[src/rtl/pipe_stage_skid.sv]
// Valid/ready pipeline register with a 2-entry skid; 1-cycle latency when empty or draining.
// in_ready depends only on held state, so downstream backpressure never reaches upstream combinationally.
module pipe_stage_skid #(
    parameter int                 DATA_W    = 64,
    parameter logic [DATA_W-1:0]  RESET_VAL = DATA_W'(64'h13)
) (
    input  logic              clk,
    input  logic              reset,
    input  logic              flush,
    input  logic              stall,
    input  logic              in_valid,
    output logic              in_ready,
    input  logic [DATA_W-1:0] in_data,
    output logic              out_valid,
    input  logic              out_ready,
    output logic [DATA_W-1:0] out_data,
    output logic [1:0]        level
);

    // State value equals the number of held entries.
    typedef enum logic [1:0] {
        EMPTY = 2'd0,
        ONE   = 2'd1,
        FULL  = 2'd2
    } state_t;

    state_t            state;
    logic [DATA_W-1:0] main_d;
    logic [DATA_W-1:0] skid_d;
    logic              push;
    logic              pop;

    assign in_ready  = (state != FULL);
    assign out_valid = (state != EMPTY);
    assign out_data  = main_d;
    assign level     = state;

    assign push = in_valid & in_ready;
    assign pop  = out_valid & out_ready & ~stall;

    always_ff @(posedge clk) begin
        if (reset || flush) begin
            // Skid contents are left as-is; they are unreachable once empty.
            state  <= EMPTY;
            main_d <= RESET_VAL;
        end else begin
            case (state)
                EMPTY: begin
                    if (push) begin
                        state  <= ONE;
                        main_d <= in_data;
                    end
                end
                ONE: begin
                    if (push && pop) begin
                        main_d <= in_data;
                    end else if (push) begin
                        state  <= FULL;
                        skid_d <= in_data;
                    end else if (pop) begin
                        state  <= EMPTY;
                    end
                end
                FULL: begin
                    if (pop) begin
                        state  <= ONE;
                        main_d <= skid_d;
                    end
                end
                default: begin
                    state  <= EMPTY;
                    main_d <= RESET_VAL;
                end
            endcase
        end
    end

endmodule

[config.mk]
export PLATFORM = sky130hd
export DESIGN_NAME = pipe_stage_skid
export DESIGN_NICKNAME = d
export VERILOG_FILES = /design/src/rtl/pipe_stage_skid.sv
export SDC_FILE = /design/constraint.sdc
export NUM_CORES = 1
export LEC_CHECK = 0
export CAP_MARGIN = 5
export CORE_ASPECT_RATIO = 1.75
export CORE_UTILIZATION = 48
export DETAILED_ROUTE_END_ITERATION = 6
export GPL_ROUTABILITY_DRIVEN = 0
export HOLD_SLACK_MARGIN = 0.05
export PLACE_DENSITY = 0.86
export SLEW_MARGIN = 20
export SYNTH_ARGS = -nofsm -noshare
export SYNTH_HDL_FRONTEND = slang
export SYNTH_SLANG_ARGS = --single-unit
[constraint.sdc]
create_clock -name clk -period 5.92 [get_ports clk]
set_clock_uncertainty 0.15 [all_clocks]
set_input_delay 0.888 -clock clk [delete_from_list [all_inputs] [get_ports clk]]
set_output_delay 0.888 -clock clk [all_outputs]
set_load 0.03 [all_outputs]
Word-level counts from Yosys, hierarchy flattened
Cells that the tools add are included.
Word-level totals
  register bits after elaboration: 130
  bits of input ports: 70
  output and inout port bits: 68
  word-level logic and storage cells: 34
Operators by class
  eq/ne operators: 8
  muxes and demuxes: 10
  bitwise gates (word level): 6
  reductions and logical operators: 7
Operators with widths (count)
  $mux W64: 3
  $pmux W64 S3: 1
  $mux W2: 5
  $ne A2 B2 Y1 const B: 5
  $reduce_and A4 Y1: 2
  $pmux W2 S3: 1
  $and A1 B1 Y1: 3
  $ne A3 B3 Y1 const B: 1
  $not A1 Y1: 3
  $reduce_and A3 Y1: 1
  $eq A2 B1 Y1 const B: 1
  $eq A2 B2 Y1 const B: 1
  $logic_not A2 Y1: 1
  $reduce_bool A2 Y1: 1
  $logic_and A1 B1 Y1: 1
  $logic_or A1 B1 Y1: 1

Longest topological paths before layout
  depth in word-level cells: 7
  gate-level depth with buffers: 7

Worst setup path after synthesis
Ideal clock, no wire load.
  kind: in2reg
  start point: input flush
  end point: register skid_d[0] (enable)
  setup time: 0.486 ns
  arrival: 4.295 ns
  data required time: 5.284 ns
  slack: 0.989 ns
  stages on the path: 5
  path buffers: 2
  cell sequence: nor2_1 clkbuf_1 clkbuf_1 nand2_1 nor2_1
Between the ends
  cells in the longest elaborated chain, start to end: 3
RTL lines
  start, declared: RTL line 9  | input logic flush,
  $logic_or A1 B1 Y1: RTL line 42  | if (reset || flush) begin
  $not A1 Y1 (no line)
  $reduce_and A4 Y1 (no line)
  end signal, assigned: RTL line 59  | skid_d <= in_data;
  end, declared: RTL line 29  | logic [DATA_W-1:0] skid_d;
No other way between the ends.
A chain may end at the register's enable or synchronous reset.

Worst setup path after layout
  start point: register state[1] (netlist: level[1])
  end point: output level[1]
RTL lines
  start, declared: RTL line 27  | state_t state;
  start signal, assigned: RTL line 44  | state <= EMPTY;
  start signal, assigned: RTL line 50  | state <= ONE;
  start signal, assigned: RTL line 58  | state <= FULL;
  end, declared: RTL line 17  | output logic [1:0] level
No word-level cell between the ends.

==> flow_summary.toml <==
[outcome]
status = "completed"

[die]
core-area_um2 = 10600
initial_util = 0.490
top_level_ports = 138
floorplan.rows = 50
die_height_um = 140
die-area_um2 = 11300
floorplan.die.width_um = 80.8

[power_and_ir_drop]
max_vdd_drop_uv = 236
leakagePower_uw = 0.00249
fin_total_pwr_uw = 2210
power_frac_seq = 0.445
combPwrFrac = 0.108
power_switching_share = 0.233
p_sw_uw = 515
p_int_uw = 1700
clockPowerShare = 0.447
power_per_cell_area_nw_per_um2 = 306

[logic_synthesis]
synthTopCellsByArea = "edfxtp_1 (37%), dfxtp_1 (25%), o221a_2 (12%)"
synth_warnings = 0
synth_largest_area_cell = "edfxtp_1"
syn-num-nets = 518
post_synth_inst_count = 448
syn-mean-instance-area_um2 = 11.6
yosys.area.top_type_share = 0.369
yosysSeqAreaShare = 0.622
postSynthRegisterBits = 130
syn_area_um2 = 5210
synthDistinctLibCells = 22

[clock_network]
htreeDepth = 4
cts_tree = "yes"
clk_latency_ps = 410
cts-buffers-inserted = 17
clkTransAtPathRegs_ps = 60
cts_repair_resize_count = 0
hold_buffers = 0
clockBufferDepth = 2
cts-root-buf = "clkbuf_16"
clock_tree_sinks = 130
postCtsSetupBuffers = 0

[cells_and_area]
sequential_cell_area_um2 = 3240
area.growth.synth_to_final_pct = 38.6
fin_nets = 640
ratio_of_cells_with_drive_above_1_in_the_final_layout = 0.180
fillerInstances = 801
post_layout_nonfiller_instances = 713
stdcell_area_um2 = 7230
layout_commonest_cell = "clkdlybuf4s50_1"
multiInputGateArea_um2 = 1810
antennaDiodeCount = 0
most-common-layout-cells = "clkdlybuf4s50_1 (136), dfxtp_1 (65), o21ai_0 (64), edfxtp_1 (64)"

[worst_setup_path]
cp.required_ps = 4880
timing.critical_path.fanout_max = 48
critPathArrivalTime_ps = 2350
timing.critical_path.cells = "buf_4 -> clkdlybuf4s50_1"
setup.worst_path.end_class = "output pin"
timing.critical_path.buf_inv = 2
cpPeakStageDelay_ps = 830
startpoint_type = "flip-flop"
cp_class = "reg -> out"
timing.critical_path.slowest_stage_cell = "dfxtp_2"
crit_family = "buffers and inverters"
ff2ff_path_depth = 6
path_depth = 2

[grt]
first_global_vias = 4097
globalRouteTotalUtil = 0.246
maximum_number_of_pins_on_one_net_before_global_route_repair = 68
antenna_found_initial = 0
globalRouteOverflowTotal = 0
grt_pass1_wl_um = 20700

[timing]
final.period_utilization = 0.573
setup-violations-final = 0
timing.max_slew.rel_slack = 0.365
final_critical_path_setup_slack_ps = 2530
worstMarginPinSlew_ps = 953
finalHoldViolCount = 0
final_max_slew_viol_count = 0
timing.setup.tns_ps = 0
grt_setup_unrepaired = "no"
max_clock_freq_mhz = 295
minimum_period_implied_by_the_final_worst_setup_slack_ps = 3390

[hold_path]
holdPathStages = 1
min-delay-path-class = "reg -> reg"

[route]
detail_route.wirelength_um = 13000
dr.first_iter.drc_count = 295
m1WireLength_um = 4860
wl_met2_um = 7110
route.vias.total = 4027
wire_per_inst_um = 18.2
highest_layer = "met4"
drt_pre_antenna_iters = 5
detail_route.drc_violations = 0
number_of_nets_with_antenna_violations_after_routing = 0
met3_length_um = 590
routed_via_density = 5.65

[placed_design]
dp.cells = 680
placedInstanceArea_um2 = 6640
place.detailed.hpwl_um = 8120
port_buffers = 137
pre_cts_setup_slack_ps = 1780

[flow_run]
maxCapViolations = 0
## sequential cells by signal (all words and copies together), names as in the netlist
signal,flops
out_data,64
skid_d,64
level,2
## area by class of cell
| class | instances | area share |
|---|---|---|
| sequential | 130 | 0.449 |
| multi-input combinational | 275 | 0.251 |
| timing repair buffer | 144 | 0.198 |
| clock buffer | 23 | 0.0720 |
| tap | 130 | 0.0225 |
| clock inverter | 9 | 0.00658 |
| inverter | 2 | 0.00104 |
## routing by layer
layer | vias to the layer above | GRT usage
met5 | - | 0
met4 | 0 | 0.136
met3 | 25 | 0.0511
met2 | 165 | 0.422
met1 | 1937 | 0.277
li1 | 1900 | -
## synth_stat cells
cell       n
a21oi_4    1
inv_1      1
nor2_2     1
inv_2      1
nor3_1     1
a21oi_1    5
nor2b_1   64
dfxtp_1   66
clkbuf_1  25
edfxtp_1  64
or2_2      2
nor2_1     7
buf_1      3
a221o_1    1
o221a_2   57
buf_4      3
nand2b_1   2
buf_2     10
o21ai_0   64
o311ai_0   3
o221a_1    4
nand2_1   63
## power groups by stage
| stage | Combinational [µW] | Clock (µW) | Sequential, µW |
|---|---|---|---|
| global placement | 230 | 0 | 1000 |
| CTS | 238 | 998 | 984 |
| detailed placement | 237 | 0 | 1000 |
| finish | 238 | 990 | 984 |
| floorplan | 81.1 | 0 | 1040 |
| global route | 253 | 1040 | 986 |
## worst paths after layout
kind / endpoint / start / slack [ps]
setup reg to reg: out_data[38]$_SDFFE_PP0P_ / level[1]$_SDFFE_PP0P_ / 2890
hold / removal: out_data[8]$_SDFFE_PP0P_ / out_data[8]$_SDFFE_PP0P_ / 380
setup / recovery: level[1] / level[1]$_SDFFE_PP0P_ / 2530
hold reg to reg: out_data[8]$_SDFFE_PP0P_ / out_data[8]$_SDFFE_PP0P_ / 380
## metrics by stage
step	util	hold slack [ps]
after floorplan	-	436
after global placement	0.624	370
after detailed placement	0.624	371
after CTS	0.678	383
after global routing	0.679	398
final	0.679	380
## logic make-up after synthesis
group / Yosys count / synth area share
DFF: 130 / 0.622
and+or+nand+nor: 140 / 0.134
buffers and inverters: 43 / 0.0355
AOI/OAI and AO/OA: 135 / 0.208
Note: power is estimated with default switching activity, not from simulation.
==> edit: new RTL, same flow settings <==
`DATA_W`: 64 -> 72.
--- a/src/rtl/pipe_stage_skid.sv
+++ b/src/rtl/pipe_stage_skid.sv
@@ -3,3 +3,3 @@
 module pipe_stage_skid #(
-    parameter int                 DATA_W    = 64,
+    parameter int                 DATA_W    = 72,
     parameter logic [DATA_W-1:0]  RESET_VAL = DATA_W'(64'h13)
Interface: changed (resized in_data and out_data); port bits go from 138 to 154. No check against the original RTL was run, so the function may have changed too.
==> edit against the unedited design <==
  * Non-clock buffer count grew 15
  * Global-route usage decreased by 1.1 points
  * Power increased by 15%
  * Routed wire length increased by 11%
  * Cell area is 12% higher
  * Sequential cell count grew 16
  * Final cell count increased by 9.4%
  * Sequential share of layout area is 0.081 points higher
  * Synthesized area up 12%
  * Setup slack worse by 0.23 ns
  * Critical path type is now primary input to flop
  * Critical endpoint is now skid_d[49]$_DFFE_PP_
==> edit: results (changes against the unedited design) <==
WL met1 5500 µm (+13%); worst vdd ir 265 µV (+12%); max_slew headroom 32.3% (-4.2 points); Synth top cells by count dfxtp_1 (74), edfxtp_1 (72), nor2b_1 (72), o21ai_0 (72), nand2_1 (71); hold worst-path end out_data[57]$_SDFFE_PP0P_; met2 usage 41.9% (-0.30 points); status completed; filler cell count 847 (+5.7%); placed cell count 749 (+10%); met2 wire len 7740 µm (+8.8%); syn nets 579 (+12%); worst r2r dst out_data[39]$_SDFFE_PP0P_; overall routing resource usage 23.5% (-1.1 points); sequential fraction of the synthesis area 62.5% (+0.24 points); Vias/cell 5.77 (+2.2%); wire length per cell 18.4 µm (+1.1%); grt met1 use 25.9% (-1.8 points); path depth of the worst reg2reg path 5 (-1); layout cells sized above 1 15.5% (-2.5 points); worst min-delay path startpoint out_data[57]$_SDFFE_PP0P_; ys flop type dfxtp_1; Final nets 711 (+11%); Max stage delay on crit path 0.65 ns (-0.18 ns); PortBufs 153 (+12%); Arrival @ worst endpoint 3.51 ns (+1.16 ns); Core Area 11700 µm² (+10%); Max Fanout on Critical Path 73 (+52%); Critical-path top delay cell buf_4; met3 track demand over resource 4.30% (-0.82 points); number of global-route vias before repair 4573 (+12%); HPWL Detailed 9270 µm (+14%); vias post-DR 4503 (+12%)
edit: cell types whose count changed in the layout (fill, tap and decap cells not counted), sizes merged, moves of 2 or more:
cell and delta:
o21ai +8, clkbuf +6, inv -2, o221a +8
clkinv -6, nand2 +8, clkdlybuf4s50 +16, edfxtp +8
dfxtp +8, nor2b +8
edit: worst max path at each step:
stage | startpoint | endpoint | slack (ns)
6_report | flush | skid_d[49]$_DFFE_PP_ | 2.30
5_1_grt | flush | skid_d[49]$_DFFE_PP_ | 2.11
4_1_cts | flush | skid_d[49]$_DFFE_PP_ | 2.31
2_1_floorplan | flush | skid_d[0]$_DFFE_PP_ | 0.67
3_3_place_gp | flush | skid_d[49]$_DFFE_PP_ | 2.01
3_5_place_dp | flush | skid_d[29]$_DFFE_PP_ | 1.87
edit: stage by stage:
stage	util, %	hold WS [ns]	cell area [µm²]	total power, W
after floorplan	-	0.436	5830	0.00126
after global placement	63.3	0.352	7410	0.00138
after detailed placement	63.3	0.374	7410	0.00139
after CTS	69.2	0.389	8100	0.00257
after global routing	69.2	0.399	8100	0.00263
final	69.2	0.383	8100	0.00255
edit: logic make-up after synthesis:
logic type             Yosys count  synth area share, %
AND/OR/NAND/NOR                156                 13.4
AO/OA/AOI/OAI                  151                 20.8
flip-flops                     146                 62.5
buffers and inverters           48                 3.35
edit: area by class of cell:
cell class                 count  area [µm²]  area share, %
clock inverter                 2        38.8          0.479
clock buffer                  29         649           8.01
sequential                   146        3640           45.0
inverter                       2        7.51         0.0926
timing repair buffer         159        1570           19.4
multi-input combinational    307        2020           25.0
tap                          135         169           2.08
edit: power by group:
| group | switching (W) | internal (W) |
|---|---|---|
| Sequential | 0.0000175 | 0.00109 |
| Clock | 0.000390 | 0.000789 |
| Combinational | 0.000138 | 0.000128 |
